===== config.mk =====
export PLATFORM = sky130hd
export DESIGN_NAME = iter_alu
export DESIGN_NICKNAME = d
export VERILOG_FILES = /design/src/rtl/iter_alu.sv
export SDC_FILE = /design/constraint.sdc
export NUM_CORES = 1
export LEC_CHECK = 0
export CAP_MARGIN = 10
export CORE_MARGIN = 2
export CORE_UTILIZATION = 38
export DETAILED_ROUTE_END_ITERATION = 7
export PLACE_DENSITY_LB_ADDON = 0.3
export SLEW_MARGIN = 20
export SYNTH_ARGS = -nofsm -noshare
export SYNTH_HDL_FRONTEND = slang
export SYNTH_SLANG_ARGS = --single-unit

===== constraint.sdc =====
create_clock -name clk -period 3.3 [get_ports clk]
set_clock_uncertainty 0.1 [all_clocks]
set_input_delay 0.825 -clock clk [delete_from_list [all_inputs] [get_ports clk]]
set_output_delay 0.825 -clock clk [all_outputs]
set_load 0.005 [all_outputs]

===== src/rtl/iter_alu.sv =====
// Multi-cycle execute-stage ALU: single-cycle logic/add/sub plus iterative unsigned
// MUL/MULHU (shift-add) and DIVU/REMU (restoring division) behind valid/ready handshakes.
module iter_alu #(
  parameter  int XLEN  = 32,
  localparam int CNT_W = $clog2(XLEN) + 1
) (
  input  logic            clk,
  input  logic            rst_n,
  input  logic [3:0]      alu_op,
  input  logic [XLEN-1:0] in_a,
  input  logic [XLEN-1:0] in_b,
  input  logic            in_valid,
  output logic            in_ready,
  output logic [XLEN-1:0] result,
  output logic            zero,
  output logic            out_valid,
  input  logic            out_ready,
  output logic            busy
);

  typedef enum logic [1:0] {S_IDLE, S_BUSY, S_DONE} state_e;

  localparam logic [CNT_W-1:0] LAST_STEP = CNT_W'(XLEN - 1);

  state_e                state_q, state_d;
  logic [XLEN-1:0]       result_q, result_d;
  logic [CNT_W-1:0]      cnt_q, cnt_d;
  logic [1:0]            op_q, op_d;
  logic [XLEN-1:0]       opnd_q, opnd_d;   // multiplicand or divisor
  logic [2*XLEN-1:0]     prod_q, prod_d;
  logic [XLEN-1:0]       rem_q, rem_d;
  logic [XLEN-1:0]       quo_q, quo_d;

  logic [XLEN:0]         mul_sum;
  logic [2*XLEN-1:0]     prod_step;
  logic [XLEN:0]         rem_shift;
  logic [XLEN:0]         trial;
  logic [XLEN-1:0]       rem_step;
  logic [XLEN-1:0]       quo_step;

  assign in_ready  = (state_q == S_IDLE);
  assign busy      = (state_q == S_BUSY);
  assign out_valid = (state_q == S_DONE);
  assign result    = result_q;
  assign zero      = (result_q == '0);

  // One iteration of each datapath; the guard bit of rem_shift makes the trial
  // subtraction's borrow the quotient-bit decision.
  always_comb begin
    mul_sum   = {1'b0, prod_q[2*XLEN-1:XLEN]} + (prod_q[0] ? {1'b0, opnd_q} : '0);
    prod_step = {mul_sum, prod_q[XLEN-1:1]};
    rem_shift = {rem_q, quo_q[XLEN-1]};
    trial     = rem_shift - {1'b0, opnd_q};
    if (trial[XLEN]) begin
      rem_step = rem_shift[XLEN-1:0];
      quo_step = {quo_q[XLEN-2:0], 1'b0};
    end else begin
      rem_step = trial[XLEN-1:0];
      quo_step = {quo_q[XLEN-2:0], 1'b1};
    end
  end

  // NOTE: every always_comb output gets a default first so no path infers a latch.
  always_comb begin
    state_d  = state_q;
    result_d = result_q;
    cnt_d    = cnt_q;
    op_d     = op_q;
    opnd_d   = opnd_q;
    prod_d   = prod_q;
    rem_d    = rem_q;
    quo_d    = quo_q;

    case (state_q)
      S_IDLE: begin
        if (in_valid) begin
          state_d = S_DONE;
          case (alu_op)
            4'b0000: result_d = in_a & in_b;
            4'b0001: result_d = in_a | in_b;
            4'b0010: result_d = in_a + in_b;
            4'b0110: result_d = in_a - in_b;
            4'b1000, 4'b1001: begin
              state_d = S_BUSY;
              cnt_d   = '0;
              op_d    = alu_op[1:0];
              opnd_d  = in_a;
              prod_d  = {{XLEN{1'b0}}, in_b};
            end
            4'b1010, 4'b1011: begin
              if (in_b == '0) begin
                result_d = alu_op[0] ? in_a : '1;
              end else begin
                state_d = S_BUSY;
                cnt_d   = '0;
                op_d    = alu_op[1:0];
                opnd_d  = in_b;
                rem_d   = '0;
                quo_d   = in_a;
              end
            end
            default: result_d = '0;
          endcase
        end
      end

      S_BUSY: begin
        cnt_d = cnt_q + CNT_W'(1);
        if (op_q[1]) begin
          rem_d = rem_step;
          quo_d = quo_step;
        end else begin
          prod_d = prod_step;
        end
        if (cnt_q == LAST_STEP) begin
          state_d = S_DONE;
          case (op_q)
            2'b00:   result_d = prod_step[XLEN-1:0];
            2'b01:   result_d = prod_step[2*XLEN-1:XLEN];
            2'b10:   result_d = quo_step;
            default: result_d = rem_step;
          endcase
        end
      end

      S_DONE: begin
        if (out_ready) state_d = S_IDLE;
      end

      default: state_d = S_IDLE;
    endcase
  end

  // NOTE: sequential state uses non-blocking assignments so all flops update together.
  always_ff @(posedge clk or negedge rst_n) begin
    if (!rst_n) begin
      state_q  <= S_IDLE;
      result_q <= '0;
      cnt_q    <= '0;
      op_q     <= '0;
      opnd_q   <= '0;
      prod_q   <= '0;
      rem_q    <= '0;
      quo_q    <= '0;
    end else begin
      state_q  <= state_d;
      result_q <= result_d;
      cnt_q    <= cnt_d;
      op_q     <= op_d;
      opnd_q   <= opnd_d;
      prod_q   <= prod_d;
      rem_q    <= rem_d;
      quo_q    <= quo_d;
    end
  end

endmodule


# Yosys cells after proc, flatten, opt, wreduce, memory -nomap -nowiden
# Index checks and enable logic that the tools add are counted.
dict set report totals {
  word_cells 93
  regBits 202
  in_bits 72
  out_inout_bits 36
}
dict set report op_classes {
  n_addsub 5
  n_eq_ne 25
  reduce_logical 15
  muxes 38
  bitwise_logic 2
}
# cell n
set ops {}
lappend ops {{$mux 32} 15}
lappend ops {{$pmux 32 s2} 4}
lappend ops {{$mux 64} 3}
lappend ops {{$pmux 32 s6} 1}
lappend ops {{$pmux 64 s2} 1}
lappend ops {{$pmux 32 s3} 1}
lappend ops {{$logic_not 32->1} 2}
lappend ops {{$add 32x32->33} 1}
lappend ops {{$sub 33x32->33} 1}
lappend ops {{$add 32x32->32} 1}
lappend ops {{$and 32x32->32} 1}
lappend ops {{$or 32x32->32} 1}
lappend ops {{$sub 32x32->32} 1}
lappend ops {{$pmux 6 s2} 2}
lappend ops {{$eq 4x4->1 const B} 4}
lappend ops {{$mux 6} 2}
lappend ops {{$reduce_and 4->1} 3}
lappend ops {{$mux 2} 5}
lappend ops {{$ne 2x1->1 const B} 5}
lappend ops {{$ne 2x2->1 const B} 5}
lappend ops {{$reduce_and 5->1} 2}
lappend ops {{$pmux 2 s2} 2}
lappend ops {{$add 6x1->6 const B} 1}
lappend ops {{$eq 6x5->1 const B} 1}
lappend ops {{other kinds (14)} 20}

# Longest topological paths before layout
dict set report logic_depth {
  ltp_word 5
  depth_mapped 19
  depth_no_buf 17
}

# Least setup slack after synthesis
# OpenSTA, ideal clock, no wires.
dict set report synth_timing {
  path_kind {in2reg}
  from {input alu_op[1]}
  to {register result_q[20] (netlist: result[20])}
  path_stages 17
  path_slack_ps -1337
  path_buffers 4
  required_time_ps 3073
  setup_time_ps 127
  arrival_time_ps 4410
  cell_sequence {buf_2 > and2_1 > clkbuf_1 > nand2_1 > clkbuf_1 > clkbuf_1 > o21ai_0 > fa_1 > nand2b_1 > a21oi_1 > o211ai_1 > a2111oi_0 > or3_1 > a21oi_1 > xnor2_1 > a222oi_1 > o21bai_1}
}
dict set report synth_via {
  elab_chain_len 5
  word_cells_on_any_way 16
  classes_between {eq/ne (9); mux (3); reduce/logical (4)}
}
# element line
set synth_rtl {}
lappend synth_rtl {{start, declared} 9} ;# input logic [3:0] alu_op,
lappend synth_rtl {{$eq 4x4->1} 78} ;# case (alu_op)
lappend synth_rtl {{$reduce_or 2->1} 78}
lappend synth_rtl {{$pmux 32 s6} 78}
lappend synth_rtl {{$mux 32} 76} ;# if (in_valid) begin
lappend synth_rtl {{$pmux 32 s2} 74} ;# case (state_q)
lappend synth_rtl {{end signal, assigned} 147} ;# result_q <= result_d;
lappend synth_rtl {{end, declared} 26} ;# logic [XLEN-1:0] result_q, result_d;
# Parallel ways exist; a longest one is shown, timed or not. The select of a mux whose other input is x is not followed.
# A chain may end at the register's enable or synchronous reset.

# Final worst setup path
dict set report layout_timing {
  from {input in_b[7]}
  to {register result_q[28] (netlist: result[28])}
}
dict set report layout_via {
  elab_chain_len 4
  word_cells_on_any_way 8
  classes_between {add/sub (2); eq/ne (1); mux (3); reduce/logical (2)}
}
# element line
set layout_rtl {}
lappend layout_rtl {{start, declared} 11} ;# input logic [XLEN-1:0] in_b,
lappend layout_rtl {{$sub 32x32->32 or $add 32x32->32 (tied branches)} {82, 81}}
lappend layout_rtl {{$pmux 32 s6} 78}
lappend layout_rtl {{$mux 32} 76}
lappend layout_rtl {{$pmux 32 s2} 74}
# Parallel ways exist; a longest one is shown, timed or not. The select of a mux whose other input is x is not followed.

==> impl_metrics.json <==
{
  "post-dp-hpwl_mm": 51.3,
  "holdWs_ns": 0.168,
  "p_leak_nw": 11.3,
  "critPathMaxStageDelay_ns": 0.52,
  "fin_crit_sh_pct": 123,
  "top_layer": "met4",
  "cts_max_level": 1,
  "wirelength_mm": 68.5,
  "slowest_stage": "or4_4",
  "final_common_cell": "buf_4",
  "critPathMaxFanout": 4,
  "firstDrtPassIters": 6,
  "violations": "negative setup slack",
  "path_cells": "buf_6 -> or4_4 -> or3_4 -> nor2_4 -> and2_4 -> nand2_4 -> o31ai_4 -> xor2_1 -> ha_2 -> a21o_1 -> a21o_1 -> a21o_1 -> a21oi_2 -> o2111ai_2 -> o22ai_2 -> xor2_2 -> o21ai_1 -> a221o_1",
  "drtIter0Drc": 1763,
  "grt_pass1_wl_mm": 103,
  "fin_crit_ns": 4.06,
  "layout.nets": 2819,
  "antenna_cells": 0,
  "syn_inst": 2101,
  "vdd_drop_max_uv": 412,
  "cts_buffers": 23,
  "critPathKind": "in2reg",
  "initial_core_util_pct": 38.3,
  "syn2layout_area_growth_pct": 47.7,
  "vias": 18767,
  "wl_met3_mm": 5.22,
  "p_per_area_nw_per_um2": 895,
  "cp-start-kind": "input port",
  "hp-class": "in2async",
  "finalSetupViolCount": 30,
  "met2_length_mm": 31.6,
  "std_cell_rows": 77,
  "hold_violations": 0,
  "ant_nets": 0,
  "synth_top_area_cell": "dfrtp_1",
  "fin_ws_ns": -0.761,
  "ys_seq_elements": 202,
  "maxCapViolCount": 0,
  "grt_max_degree": 65,
  "synth_area_per_cell_um2": 8.03,
  "drive_above_1_share_pct": 32.0,
  "routabilityCongestion": 0.972,
  "clk_pin_slew_ns": 0.06,
  "cp-end-kind": "flip-flop",
  "cts_root_buf": "clkbuf_16",
  "core_um2": 44000,
  "async_flop_share_pct": 100,
  "clk_latency_ns": 0.54,
  "die_area_um2": 46100,
  "clock_path_buffers": 3,
  "yosysWarnings": 0,
  "synth_top_area_share_pct": 30.0,
  "drc_errors": 0,
  "avgViaCountPerCell": 5.77,
  "rsz0062_at_grt": "true",
  "finalPower_mw": 22.3,
  "die_h_um": 215,
  "synth.area.top_cells": "dfrtp_1 (30%), ha_1 (7.3%), nand2_1 (6.7%)",
  "grt_pass1_vias": 17856,
  "antenna_found_initial": 0,
  "fmax_ghz": 0.246,
  "status": "finished, violations left",
  "overflow": 0,
  "synth_edf_count": 0,
  "cp_common_cell": "a21o_1",
  "drt-met1-wl_mm": 29.7,
  "clkSinkCount": 202,
  "ios": 108,
  "synth_area_um2": 16900,
  "wl_per_cell_um": 21.0,
  "arrival_ns": 4.38,
  "grt_usage_pct": 28.1,
  "fin_tns_setup_ns": -12.23,
  "layout_common_cells": "buf_4 (469), nand2_1 (289), dfrtp_1 (194), nor2_1 (150), o21ai_0 (139)",
  "crit_required_ns": 3.62,
  "syn_nets": 2275,
  "port_buffers": 107,
  "slew_headroom_pct": 42.1,
  "ys.flop_type": "dfrtp_1",
  "cts_tree": "done",
  "synth.distinct_cells": 83,
  "die_w_um": 215,
  "yosysSeqAreaShare_pct": 30.0,
  "drv_slew": 0,
  "final.fill_count": 3883,
  "tightest_slew_ns": 0.868
}
==> report_power, final <==
group	total [mW]	switching, mW	internal [mW]
Sequential	4.71	1.15	3.56
Combinational	15.1	7.84	7.22
Clock	2.51	1.08	1.42
==> what timing repair did <==
action,in CTS,in global routing
gates cloned,4,4
pin swaps,87,129
gates resized for setup,203,193
buffers inserted,35,43
hold buffers,0,0
endpoints found under the setup margin,124,84
==> layer usage <==
| layer | track usage [%] | vias to the layer above |
|---|---|---|
| met4 | 8.96 | 0 |
| li1 | - | 8740 |
| met1 | 39.6 | 9102 |
| met2 | 44.8 | 817 |
| met3 | 3.53 | 108 |
| met5 | 0 | - |
==> worst paths after layout <==
path | to | cells past startpoint | slack (ns) | from
max in group asynchronous | prod_q[39]$_DFFE_PN0P_ | 2 | 2.03 | rst_n
worst min-delay path | rem_q[31]$_DFFE_PN0P_ | 1 | 0.17 | rst_n
worst max-delay path | result[28]$_DFFE_PN0P_ | 18 | -0.76 | in_b[7]
worst max register to register | result[27]$_DFFE_PN0P_ | 14 | -0.16 | opnd_q[5]$_DFFE_PN0P_
min in group clk | prod_q[57]$_DFFE_PN0P_ | 2 | 0.40 | prod_q[57]$_DFFE_PN0P_
worst min register to register | prod_q[57]$_DFFE_PN0P_ | 2 | 0.40 | prod_q[57]$_DFFE_PN0P_
==> cell families (layout without fill, tap and decap cells) <==
logic type	count (synthesis)	after routing	share of synthesized area, %
simple gates	705	705	19.4
flops	202	202	30.0
compound gates	690	690	26.7
mux	74	74	4.43
xor+xnor	106	106	5.51
buf+inv	192	753	4.56
fa+ha+maj	132	132	9.48
==> state kept, by name, indices dropped and copies added, names as in the netlist <==
name     cells
quo_q       32
result      32
cnt_q        6
prod_q      64
opnd_q      32
rem_q       32
op_q         2
state_q      2
==> cells in the mapped netlist (11+ instances only) <==
library cell  number
nand3_1           27
a21o_1            38
o21ai_0          195
clkbuf_1          95
inv_1             72
nand2b_1          25
buf_2             11
ha_1              99
o221ai_1          12
maj3_1            30
nor3_1            30
and3_1            16
nand2_1          302
a22o_1            34
a31oi_1           83
and2_1            45
o31ai_1           13
a21oi_1          127
a211oi_1          28
nand4_1           16
o211ai_1          29
o21a_1            12
nor4_1            13
xnor2_1           57
or3_1             11
mux2i_1           69
xor2_1            49
dfrtp_1          202
a21boi_0          17
nor2_1           168
==> layout make-up <==
cell class / instances / area (um2) / share of cell area, %
well taps: 592 / 741 / 2.97
clock buffers: 35 / 681 / 2.73
clock inverters: 7 / 42.5 / 0.171
inverters: 72 / 270 / 1.09
multi-input cells: 1707 / 12600 / 50.5
flip-flops and latches: 202 / 5060 / 20.3
repair buffers: 639 / 5530 / 22.2
==> critical path: cells and delay by family <==
family,cells,cell delay (ns)
compound gates,9,1.53
simple gates,5,1.27
xor+xnor,2,0.37
fa+ha+maj,1,0.30
buf+inv,1,0.09
==> per-stage QoR <==
stage | worst slack (ns) | area (um2) | cells | utilization, %
3_5_place_dp | -1.80 | 22100 | 3141 | 50.3
6_report | -0.761 | 24900 | 3254 | 56.6
5_1_grt | -0.910 | 24900 | 3254 | 56.6
3_3_place_gp | -1.67 | 22100 | 3141 | 50.3
2_1_floorplan | -1.12 | 17200 | 2101 | -
4_1_cts | -0.870 | 23800 | 3219 | 54.1
Power figures use the tool's default switching activity.
